**src/rtl/shf_pkg.sv**
```systemverilog
// Shared definitions for the shifter issue/writeback controller: class codes,
// default widths and the writeback-stage state encoding.
package shf_pkg;

  localparam int DATASIZE_D = 16;
  localparam int ADDRSIZE_D = 4;
  localparam int CNTSIZE_D  = 16;

  localparam logic [1:0] SHF_ASH = 2'b00;
  localparam logic [1:0] SHF_ROT = 2'b01;
  localparam logic [1:0] SHF_LZC = 2'b10;
  localparam logic [1:0] SHF_LOC = 2'b11;

  // The state bit is the writeback-stage valid bit.
  typedef enum logic {
    WB_IDLE = 1'b0,
    WB_BUSY = 1'b1
  } wb_state_e;

  // Leading-zero/one counts take a single operand, so Ry is not read.
  function automatic logic uses_ry(input logic [1:0] cls);
    return ~cls[1];
  endfunction

endpackage

```
**src/rtl/shf_hazard_chk.sv**
```systemverilog
// RAW check of the issuing instruction's sources against the pending writeback;
// the crossbar read is combinational, so a same-cycle read would return stale data.
module shf_hazard_chk
  import shf_pkg::*;
#(
  parameter int ADDRSIZE = ADDRSIZE_D
) (
  input  logic                wb_vld,
  input  logic [ADDRSIZE-1:0] wb_rn,
  input  logic [1:0]          cls,
  input  logic [ADDRSIZE-1:0] rx,
  input  logic [ADDRSIZE-1:0] ry,
  output logic                hazard
);

  assign hazard = wb_vld & ((rx == wb_rn) | (uses_ry(cls) & (ry == wb_rn)));

endmodule

```
**src/rtl/shf_issue_ctl.sv**
```systemverilog
// Shifter issue and writeback controller: issues decoded shift ops, drives the
// crossbar read/write addresses and retires SZ/SV into status and sticky bits.
module shf_issue_ctl
  import shf_pkg::*;
#(
  parameter int DATASIZE = DATASIZE_D,
  parameter int ADDRSIZE = ADDRSIZE_D,
  parameter int CNTSIZE  = CNTSIZE_D
) (
  input  logic                clk,
  input  logic                rst,
  input  logic                ins_vld,
  output logic                ins_rdy,
  input  logic [1:0]          ins_cls,
  input  logic [ADDRSIZE-1:0] ins_rn,
  input  logic [ADDRSIZE-1:0] ins_rx,
  input  logic [ADDRSIZE-1:0] ins_ry,
  input  logic                ps_hold,
  output logic                ps_shf_en,
  output logic [1:0]          ps_shf_cls,
  output logic [ADDRSIZE-1:0] ps_xb_raddx,
  output logic [ADDRSIZE-1:0] ps_xb_raddy,
  output logic                ps_xb_wen,
  output logic [ADDRSIZE-1:0] ps_xb_wadd,
  input  logic                shf_ps_sz,
  input  logic                shf_ps_sv,
  output logic                astat_sz,
  output logic                astat_sv,
  output logic                stky_sv,
  input  logic                stky_clr,
  output logic [CNTSIZE-1:0]  ret_cnt,
  output logic                busy
);

  // Data width only matters for pairing with the shifter; reject nonsense values.
  if (DATASIZE < 1) begin : g_dw_chk
    $error("shf_issue_ctl: DATASIZE must be positive");
  end

  wb_state_e           state;
  logic                wb_vld;
  logic [ADDRSIZE-1:0] wb_rn;
  logic                hazard;
  logic                fire;

  assign wb_vld = (state == WB_BUSY);

  shf_hazard_chk #(.ADDRSIZE(ADDRSIZE)) u_hazard (
    .wb_vld (wb_vld),
    .wb_rn  (wb_rn),
    .cls    (ins_cls),
    .rx     (ins_rx),
    .ry     (ins_ry),
    .hazard (hazard)
  );

  assign ins_rdy     = ~ps_hold & ~hazard;
  assign fire        = ins_vld & ins_rdy;
  assign ps_shf_en   = fire;
  assign ps_shf_cls  = ins_cls;
  assign ps_xb_raddx = ins_rx;
  assign ps_xb_raddy = ins_ry;

  assign ps_xb_wen   = wb_vld;
  assign ps_xb_wadd  = wb_rn;
  assign busy        = wb_vld;

  always_ff @(posedge clk or posedge rst) begin
    if (rst) begin
      state    <= WB_IDLE;
      wb_rn    <= '0;
      astat_sz <= 1'b0;
      astat_sv <= 1'b0;
      stky_sv  <= 1'b0;
      ret_cnt  <= '0;
    end else begin
      state <= fire ? WB_BUSY : WB_IDLE;
      if (fire) wb_rn <= ins_rn;
      if (wb_vld) begin
        astat_sz <= shf_ps_sz;
        astat_sv <= shf_ps_sv;
        ret_cnt  <= ret_cnt + 1'b1;
      end
      // A new overflow in the clear cycle survives the clear.
      stky_sv <= (stky_sv & ~stky_clr) | (wb_vld & shf_ps_sv);
    end
  end

endmodule

```
**config.mk**
```make
export PLATFORM = sky130hd
export DESIGN_NAME = shf_issue_ctl
export DESIGN_NICKNAME = d
export VERILOG_FILES = /design/src/rtl/shf_pkg.sv /design/src/rtl/shf_hazard_chk.sv /design/src/rtl/shf_issue_ctl.sv
export SDC_FILE = /design/constraint.sdc
export NUM_CORES = 1
export LEC_CHECK = 0
export CAP_MARGIN = 20
export CORE_MARGIN = 3
export CORE_UTILIZATION = 40
export DETAILED_ROUTE_END_ITERATION = 8
export GPL_ROUTABILITY_DRIVEN = 0
export HOLD_SLACK_MARGIN = 0.15
export PLACE_DENSITY = 0.88
export SETUP_SLACK_MARGIN = 0.1
export SLEW_MARGIN = 0
export SYNTH_ARGS = -nofsm -noshare
export SYNTH_HDL_FRONTEND = slang
export SYNTH_SLANG_ARGS = --single-unit
```
**constraint.sdc**
```tcl
create_clock -name clk -period 2.2 [get_ports clk]
set_clock_uncertainty 0.15 [all_clocks]
set_input_delay 0.44 -clock clk [delete_from_list [all_inputs] [get_ports clk]]
set_output_delay 0.44 -clock clk [all_outputs]
set_load 0.05 [all_outputs]
```
Word level (Yosys, flattened, before mapping)
Cells that the tools add are included.
{ "op_classes": {"n_addsub": 1, "n_eq_ne": 2, "muxes": 1, "bitwise": 12} }
{ "ops": {"columns": ["op", "n"], "rows": [
  ["16-bit by 1-bit adder with 16-bit output (second input constant)", 1],
  ["4-bit equality test", 2],
  ["1-bit AND", 6],
  ["1-bit NOT", 4],
  ["1-bit bitwise OR", 2],
  ["1-bit two-way mux", 1]
]} }
{ "word_totals": {"regBits": 24, "in_bits": 21, "out_inout_bits": 37, "wordCells": 22} }

Depth between registers and ports, before layout
Gate-level depths: netlist (run 1).
{ "depth": {"depth_word": 8, "depth_mapped": 5, "mapped_depth_nobuf": 5} }

By module
From an unflattened synthesis (run 1), not the netlist that was laid out.
{ "unflattened": {"cells_unflattened": 103, "hier_area_um2": 1211.2} }
{ "modules_own_cells": {"columns": ["mod", "n_inst", "cells_per_inst", "area_per_inst_um2", "seq_area_each_um2"], "rows": [
  ["shf_issue_ctl", 1, 90, 1113.6, 600.6],
  ["shf_hazard_chk", 1, 13, 97.6, 0.0]
]} }

Worst setup path after synthesis (run 1)
Ideal clock, no wire load.
{ "synth_timing": {"kind": "reg-to-output", "from": "reg wb_rn[1] (netlist: ps_xb_wadd[1])", "to": "out ins_rdy", "t_arrival_ns": 1.689, "t_required_ns": 1.610, "setup_slack_ns": -0.079, "stages_incl_launch_ff": 5, "path_buffers": 0, "path_cell_list": "dfrtp_1 > xor2_1 > or3_4 > o22ai_1 > nor2_1"} }
{ "synth_between": {"elab_chain_cells": 6, "word_cells_on_any_way": 7, "cone_classes": "eq/ne (2); bitwise (5)"} }
{ "synth_rtl": {"columns": ["element", "line_no", "rtl"], "rows": [
  ["start, declared", "shf_issue_ctl.sv:42", "logic [ADDRSIZE-1:0] wb_rn;"],
  ["start signal, assigned", "shf_issue_ctl.sv:78", "if (fire) wb_rn <= ins_rn;"],
  ["4-bit equality test", "shf_hazard_chk.sv:16", "assign hazard = wb_vld & ((rx == wb_rn) | (uses_ry(cls) & (ry == wb_rn)));"],
  ["1-bit AND", "shf_hazard_chk.sv:16", null],
  ["1-bit bitwise OR *", "shf_hazard_chk.sv:16", null],
  ["1-bit AND *", "shf_hazard_chk.sv:16", null],
  ["1-bit NOT *", "shf_issue_ctl.sv:57", "assign ins_rdy = ~ps_hold & ~hazard;"],
  ["1-bit AND *", "shf_issue_ctl.sv:57", null],
  ["end, declared", "shf_issue_ctl.sv:13", "output logic ins_rdy,"]
]} }
Every way passes the cells marked *; elsewhere a longest branch is shown, timed or not.

Worst setup path after layout (run 1)
{ "layout_timing": {"from": "reg wb_rn[1] (netlist: ps_xb_wadd[1])", "to": "out ps_shf_en"} }
{ "layout_between": {"elab_chain_cells": 7, "word_cells_on_any_way": 8, "cone_classes": "eq/ne (2); bitwise (6)"} }
{ "layout_rtl": {"columns": ["element", "line_no", "rtl"], "rows": [
  ["4-bit equality test", "shf_hazard_chk.sv:16", null],
  ["1-bit AND", "shf_hazard_chk.sv:16", null],
  ["1-bit bitwise OR *", "shf_hazard_chk.sv:16", null],
  ["1-bit AND *", "shf_hazard_chk.sv:16", null],
  ["1-bit NOT *", "shf_issue_ctl.sv:57", null],
  ["1-bit AND *", "shf_issue_ctl.sv:57", null],
  ["1-bit AND *", "shf_issue_ctl.sv:58", "assign fire = ins_vld & ins_rdy;"],
  ["end, declared", "shf_issue_ctl.sv:19", "output logic ps_shf_en,"]
]} }
Marks and branches as above.

==> flow_summary.json, run 1 <==
{
  "status": "finished, violations left",
  "failed_checks": "negative setup slack",
  "synth_warnings": 0,
  "dp_cells": 189,
  "grt_usage_pct": 17.8,
  "yosysUniqueCellTypes": 23,
  "p_leak_uw": 0.000934,
  "setup_violations": 1,
  "first_global_vias": 989,
  "ant_nets": 0,
  "portBuffers": 55,
  "area_growth_pct": 59.9,
  "synth.avg_cell_area_um2": 11.6,
  "ctsHoldBuffers": 0,
  "initial_utilization_pct": 42.5,
  "firstDrtPassIters": 4,
  "period_share_pct": 103,
  "grt_overflow": 0,
  "numClockSinks": 24,
  "htreeDepth": 1,
  "r2r_end": "ps_xb_wadd[0]",
  "drc": 0,
  "rsz0062_at_grt": "yes",
  "critical_path_class": "reg -> out",
  "synth_fp_nets": 125,
  "r2r_setup_slack_ns": 0.29,
  "irDropWorstVdd_mv": 0.755,
  "maxCapViolCount": 0,
  "die_y_um": 60.6,
  "endpoint_kind": "output pin",
  "tightest_slew_ns": 0.514,
  "crit_path_end": "ps_shf_en",
  "design_area_mm2": 0.00190,
  "cts_tree": "done",
  "fill_cells": 198,
  "hold_slack_ns": 0.246,
  "seq_area_frac_synth_pct": 50.4,
  "drt-initial-drc-count": 14,
  "grt_util_met3_pct": 6.60,
  "met1_usage_pct": 21.8,
  "startpoint": "ps_xb_wadd[1]",
  "multi_input_area_um2": 492,
  "synth_area_mm2": 0.00119,
  "hold_path.class": "in -> async",
  "r2r_start": "ps_xb_wadd[1]",
  "fin_ws_ns": -0.0649,
  "grt_pass1_wl_um": 4740,
  "antenna_found_initial": 0,
  "num_io_pins": 58,
  "cp.required_ns": 1.61,
  "dp_hpwl_um": 2380,
  "vias": 963,
  "rows": 19,
  "final_net_count": 188,
  "busiest_layer": "met2",
  "die_width_um": 60.6,
  "clk_pin_slew_ns": 0.12,
  "powerDensity_mw_per_mm2": 787,
  "clk_latency_ns": 0.32,
  "critical_path.max_fanout": 4,
  "dieArea_mm2": 0.00367,
  "numCtsBuffers": 3,
  "crit_arrival_ns": 1.67,
  "regArea_um2": 604,
  "gr-usage-met2_pct": 28.1,
  "coreArea_mm2": 0.00281,
  "grt_max_degree": 14,
  "fmax_mhz": 442,
  "routed_wl_um": 2950,
  "root_buffer": "clkbuf_4",
  "min_period_ns": 2.26,
  "finalHoldViolations": 0,
  "synth-seq-cells": 24,
  "utilization_pct": 67.9,
  "detailed_place.area_mm2": 0.00186,
  "syn_inst": 103,
  "clock_path_buffers": 2,
  "vias_per_cell": 4.91,
  "fin_cells": 196,
  "drive_gt1_share_pct": 29.7,
  "drt-wirelength-per-cell_um": 15.1,
  "drv_slew": 0,
  "reg2regPathDepth": 5,
  "cp-start-kind": "flip-flop",
  "finalPower_uw": 1500,
  "relSlewSlack_pct": 65.9,
  "n_antenna_cell": 0
}
power by group:
| part | leakage [uW] | switching (uW) | total [uW] | internal (uW) |
|---|---|---|---|---|
| logic | 0.000606 | 419 | 666 | 247 |
| registers | 0.000308 | 87.4 | 599 | 512 |
| clock network | 0.0000210 | 133 | 234 | 101 |
| total | 0.000934 | 639 | 1500 | 860 |
worst min-delay path by stage:
stage                      from       endpoint  cells after the start
floorplan                   rst       astat_sv                      1
global placement    ret_cnt[15]    ret_cnt[15]                      1
detailed placement  ret_cnt[12]    ret_cnt[12]                      1
CTS                         rst    ret_cnt[10]                      2
global route                rst    ret_cnt[10]                      2
finish                      rst  ps_xb_wadd[3]                      2
sequential cells by signal, summed over array words and instances, names as in the netlist:
signal      count
astat_sv        1
astat_sz        1
busy            1
ps_xb_wadd      4
ret_cnt        16
stky_sv         1
placed cells by master (no fill, tap or decap), drive strengths merged:
cell           netlist  final
dlygate4sd2          0     30
buf                 12     29
dfrtp               24     24
xnor2               17     17
clkdlybuf4s50        0     11
nand2                8      8
xor2                 6      6
nand4                6      6
mux2                 6      6
inv                  5      5
nor2                 4      4
clkbuf               0      4
nand3                3      3
nor3                 2      2
o21ai                2      2
and3                 2      2
nor4                 1      1
or3                  1      1
o22ai                1      1
nor2b                1      1
o221a                1      1
ha                   1      1
kinds of logic (layout without fill, tap and decap cells):
group | Yosys count | count (layout) | synth area share (%)
simple gates | 28 | 28 | 12.2
fa+ha+maj | 1 | 1 | 1.05
mux | 6 | 6 | 6.93
buf+inv | 17 | 79 | 9.45
compound gates | 4 | 4 | 3.05
xor+xnor | 23 | 23 | 16.9
flops | 24 | 24 | 50.4
worst max-delay path, stage by stage (launching register included):
cell and delay, ns:
dfrtp_2 0.47, xor2_1 0.15, or3_4 0.34, o221a_4 0.24, buf_8 0.15
repair_timing:
action	in CTS	in global routing
setup buffers	1	2
gates resized for setup	35	2
pin swaps	5	2
endpoints found under the setup margin	24	2
per-layer routing:
layer	wire, um	up-vias
li1	-	457
met5	0	-
met3	261	3
met2	1430	46
met1	1220	457
met4	42	0
area by class of cell:
class                      count  area share [%]
clock buffer                   4            1.91
multi-input combinational     62            25.8
timing repair buffer          70            37.5
sequential                    24            31.7
tap                           31            2.04
inverter                       5           0.986
stage by stage:
| step | setup TNS [ns] | setup slack (ns) |
|---|---|---|
| 4_1_cts | -0.0704 | -0.0704 |
| 6_report | -0.0649 | -0.0649 |
| 3_5_place_dp | -0.523 | -0.245 |
| 5_1_grt | -0.138 | -0.101 |
| 3_3_place_gp | -0.323 | -0.207 |
| 2_1_floorplan | 0 | 0.134 |
cell usage after synthesis (all sizes together):
| master | n | area [um^2] |
|---|---|---|
| mux2 | 6 | 82.6 |
| nor2b | 1 | 6.26 |
| nor3 | 2 | 10.0 |
| o21ai | 2 | 10.0 |
| nand2 | 8 | 30.0 |
| nor4 | 1 | 6.26 |
| xor2 | 6 | 52.6 |
| dfrtp | 24 | 601 |
| xnor2 | 17 | 149 |
| or3 | 1 | 11.3 |
| nand4 | 6 | 37.5 |
| nor2 | 4 | 15.0 |
| nand3 | 3 | 15.0 |
| buf | 12 | 93.8 |
| o221a | 1 | 20.0 |
| inv | 5 | 18.8 |
| ha | 1 | 12.5 |
| o22ai | 1 | 6.26 |
| and3 | 2 | 13.8 |
(Power assumes the default switching activity.)
==> run 2: changes to the inputs <==
- CORE_UTILIZATION: 40 -> 36
- PLACE_DENSITY: 0.88 -> 0.84
- clock period: 2.2 -> 2 ns (I/O delays scaled with it)
==> flow_summary.json, run 2 (synthesis results as in run 1) <==
{
  "r2r_start": "ps_xb_wadd[1]",
  "utilization_pct": 63.8,
  "vias": 964,
  "endpoint_kind": "output pin",
  "rows": 20,
  "clk_pin_slew_ns": 0.14,
  "area_growth_pct": 66.2,
  "die_width_um": 63.5,
  "worstPathCellList": "xor2_1, or3_4, o221a_4, buf_8",
  "drive_gt1_share_pct": 48.5,
  "cp.required_ns": 1.45,
  "powerDensity_mw_per_mm2": 905,
  "first_global_vias": 1065,
  "clock_path_buffers": 2,
  "dr_wl_met2_um": 1490,
  "dieArea_mm2": 0.00403,
  "coreArea_mm2": 0.00310,
  "maxCapViolCount": 0,
  "fin_ws_ns": -0.227,
  "grt_overflow": 0,
  "die_y_um": 63.5,
  "cp_slowest_cell": "dfrtp_2",
  "fin_cells": 209,
  "final_net_count": 188,
  "path_delay_family": "flip-flops",
  "ctsHoldBuffers": 0,
  "finalHoldViolations": 0,
  "firstDrtPassIters": 4,
  "n_antenna_cell": 0,
  "min_period_ns": 2.23,
  "grt_pass1_wl_um": 4850,
  "irDropWorstVdd_mv": 0.735,
  "p_leak_uw": 0.000923,
  "wl_met3_um": 284,
  "mostFrequentLayoutCells": "buf_4, xnor2_1, dfrtp_1, clkdlybuf4s50_1, buf_12",
  "htreeDepth": 1,
  "tightest_slew_ns": 0.302,
  "slowest_delay_ns": 0.46,
  "antenna_found_initial": 0,
  "ant_nets": 0,
  "clk_latency_ns": 0.31,
  "grt_usage_pct": 14.9,
  "setup_violations": 5,
  "status": "finished, violations left",
  "initial_utilization_pct": 38.4,
  "highest_layer": "met4",
  "routedLengthMet1_um": 1150,
  "fmax_mhz": 449,
  "crit_arrival_ns": 1.68,
  "root_buffer": "clkbuf_4",
  "critPathBufInv": 1,
  "period_share_pct": 111,
  "r2r_setup_slack_ns": 0,
  "critical_path_class": "reg -> out",
  "drc": 0,
  "relSlewSlack_pct": 79.9,
  "r2r_end": "ps_xb_wadd[2]",
  "largest_reg_flops": 16,
  "drt-wirelength-per-cell_um": 14.1,
  "portBuffers": 55,
  "cts_tree": "done",
  "rsz0062_at_grt": "yes",
  "num_io_pins": 58,
  "layout_commonest_cell": "buf_4",
  "largest_register": "ret_cnt",
  "dp_cells": 202,
  "dp_hpwl_um": 2200,
  "reg2regPathDepth": 6,
  "hold_path.class": "in -> async",
  "drt-initial-drc-count": 18,
  "path_depth": 4,
  "grt_max_degree": 25,
  "failed_checks": "negative setup slack",
  "routed_wl_um": 2950,
  "finalPower_uw": 1790,
  "vias_per_cell": 4.61,
  "critical_path.max_fanout": 4,
  "numCtsBuffers": 3,
  "drv_slew": 0,
  "numClockSinks": 24,
  "cp-start-kind": "flip-flop"
}
==> run 2: changes by cell type in the layout (fill, tap and decap cells not counted), moves of 2 or more <==
cell,previous run,this run
dfrtp_1,21,15
dlygate4sd2_1,30,5
dfrtp_2,3,9
buf_12,9,11
buf_4,18,37
clkdlybuf4s50_1,11,14
==> run 2: area by class of cell <==
| type | count | area [um^2] |
|---|---|---|
| Fill cell | 233 | 1120 |
| Timing Repair Buffer | 70 | 719 |
| Multi-Input combinational cell | 62 | 519 |
| Tap cell | 44 | 55.1 |
| Inverter | 5 | 21.3 |
| Clock inverter | 1 | 30.0 |
| Sequential cell | 24 | 612 |
| Clock buffer | 3 | 22.5 |
==> run 2: metrics by stage <==
step	setup slack (ns)	setup TNS (ns)	area (um^2)	hold WS, ns
2_1_floorplan	-0.00638	-0.0215	1210	0.264
6_report	-0.227	-0.414	1980	0.274
3_5_place_dp	-0.283	-1.64	1860	0.333
5_1_grt	-0.279	-0.650	1980	0.303
3_3_place_gp	-0.274	-1.53	1860	0.314
4_1_cts	-0.227	-0.396	1930	0.283
==> run 2: worst register-to-register path, cell delays in order, from the launching register on <==
cell and delay, ns:
dfrtp_2 0.46, xor2_1 0.16, or3_4 0.34, o221a_4 0.24, buf_4 0.13, buf_6 0.12, mux2_4 0.29
==> run 2: timing repair <==
action                     CTS  global route
resized for setup           10             6
pin swaps                    3             3
setup buffers                0             3
cloned                       0             0
setup endpoints to repair    6             9
==> run 2: worst max-delay path by stage <==
stage                   from            end  slack [ns]
2_1_floorplan           busy  ps_xb_wadd[1]      -0.006
3_3_place_gp       ins_ry[1]      ps_shf_en       -0.27
3_5_place_dp       ins_ry[1]      ps_shf_en       -0.28
4_1_cts        ps_xb_wadd[1]      ps_shf_en       -0.23
5_1_grt        ps_xb_wadd[0]      ps_shf_en       -0.28
6_report       ps_xb_wadd[1]      ps_shf_en       -0.23
==> run 2: per-layer routing <==
metal  vias up  global-route usage, %
li1        454                      -
met1       463                   17.5
met2        45                   25.4
met3         2                   6.06
met4         0                   3.23
met5         -                      0
==> run 2: power breakdown <==
part           switching (uW)  internal, uW  total [uW]  leakage (uW)
Sequential                102           573         675      0.000301
Combinational             460           305         764      0.000594
Clock                     150           203         352     0.0000279
Total                     711          1080        1790      0.000923
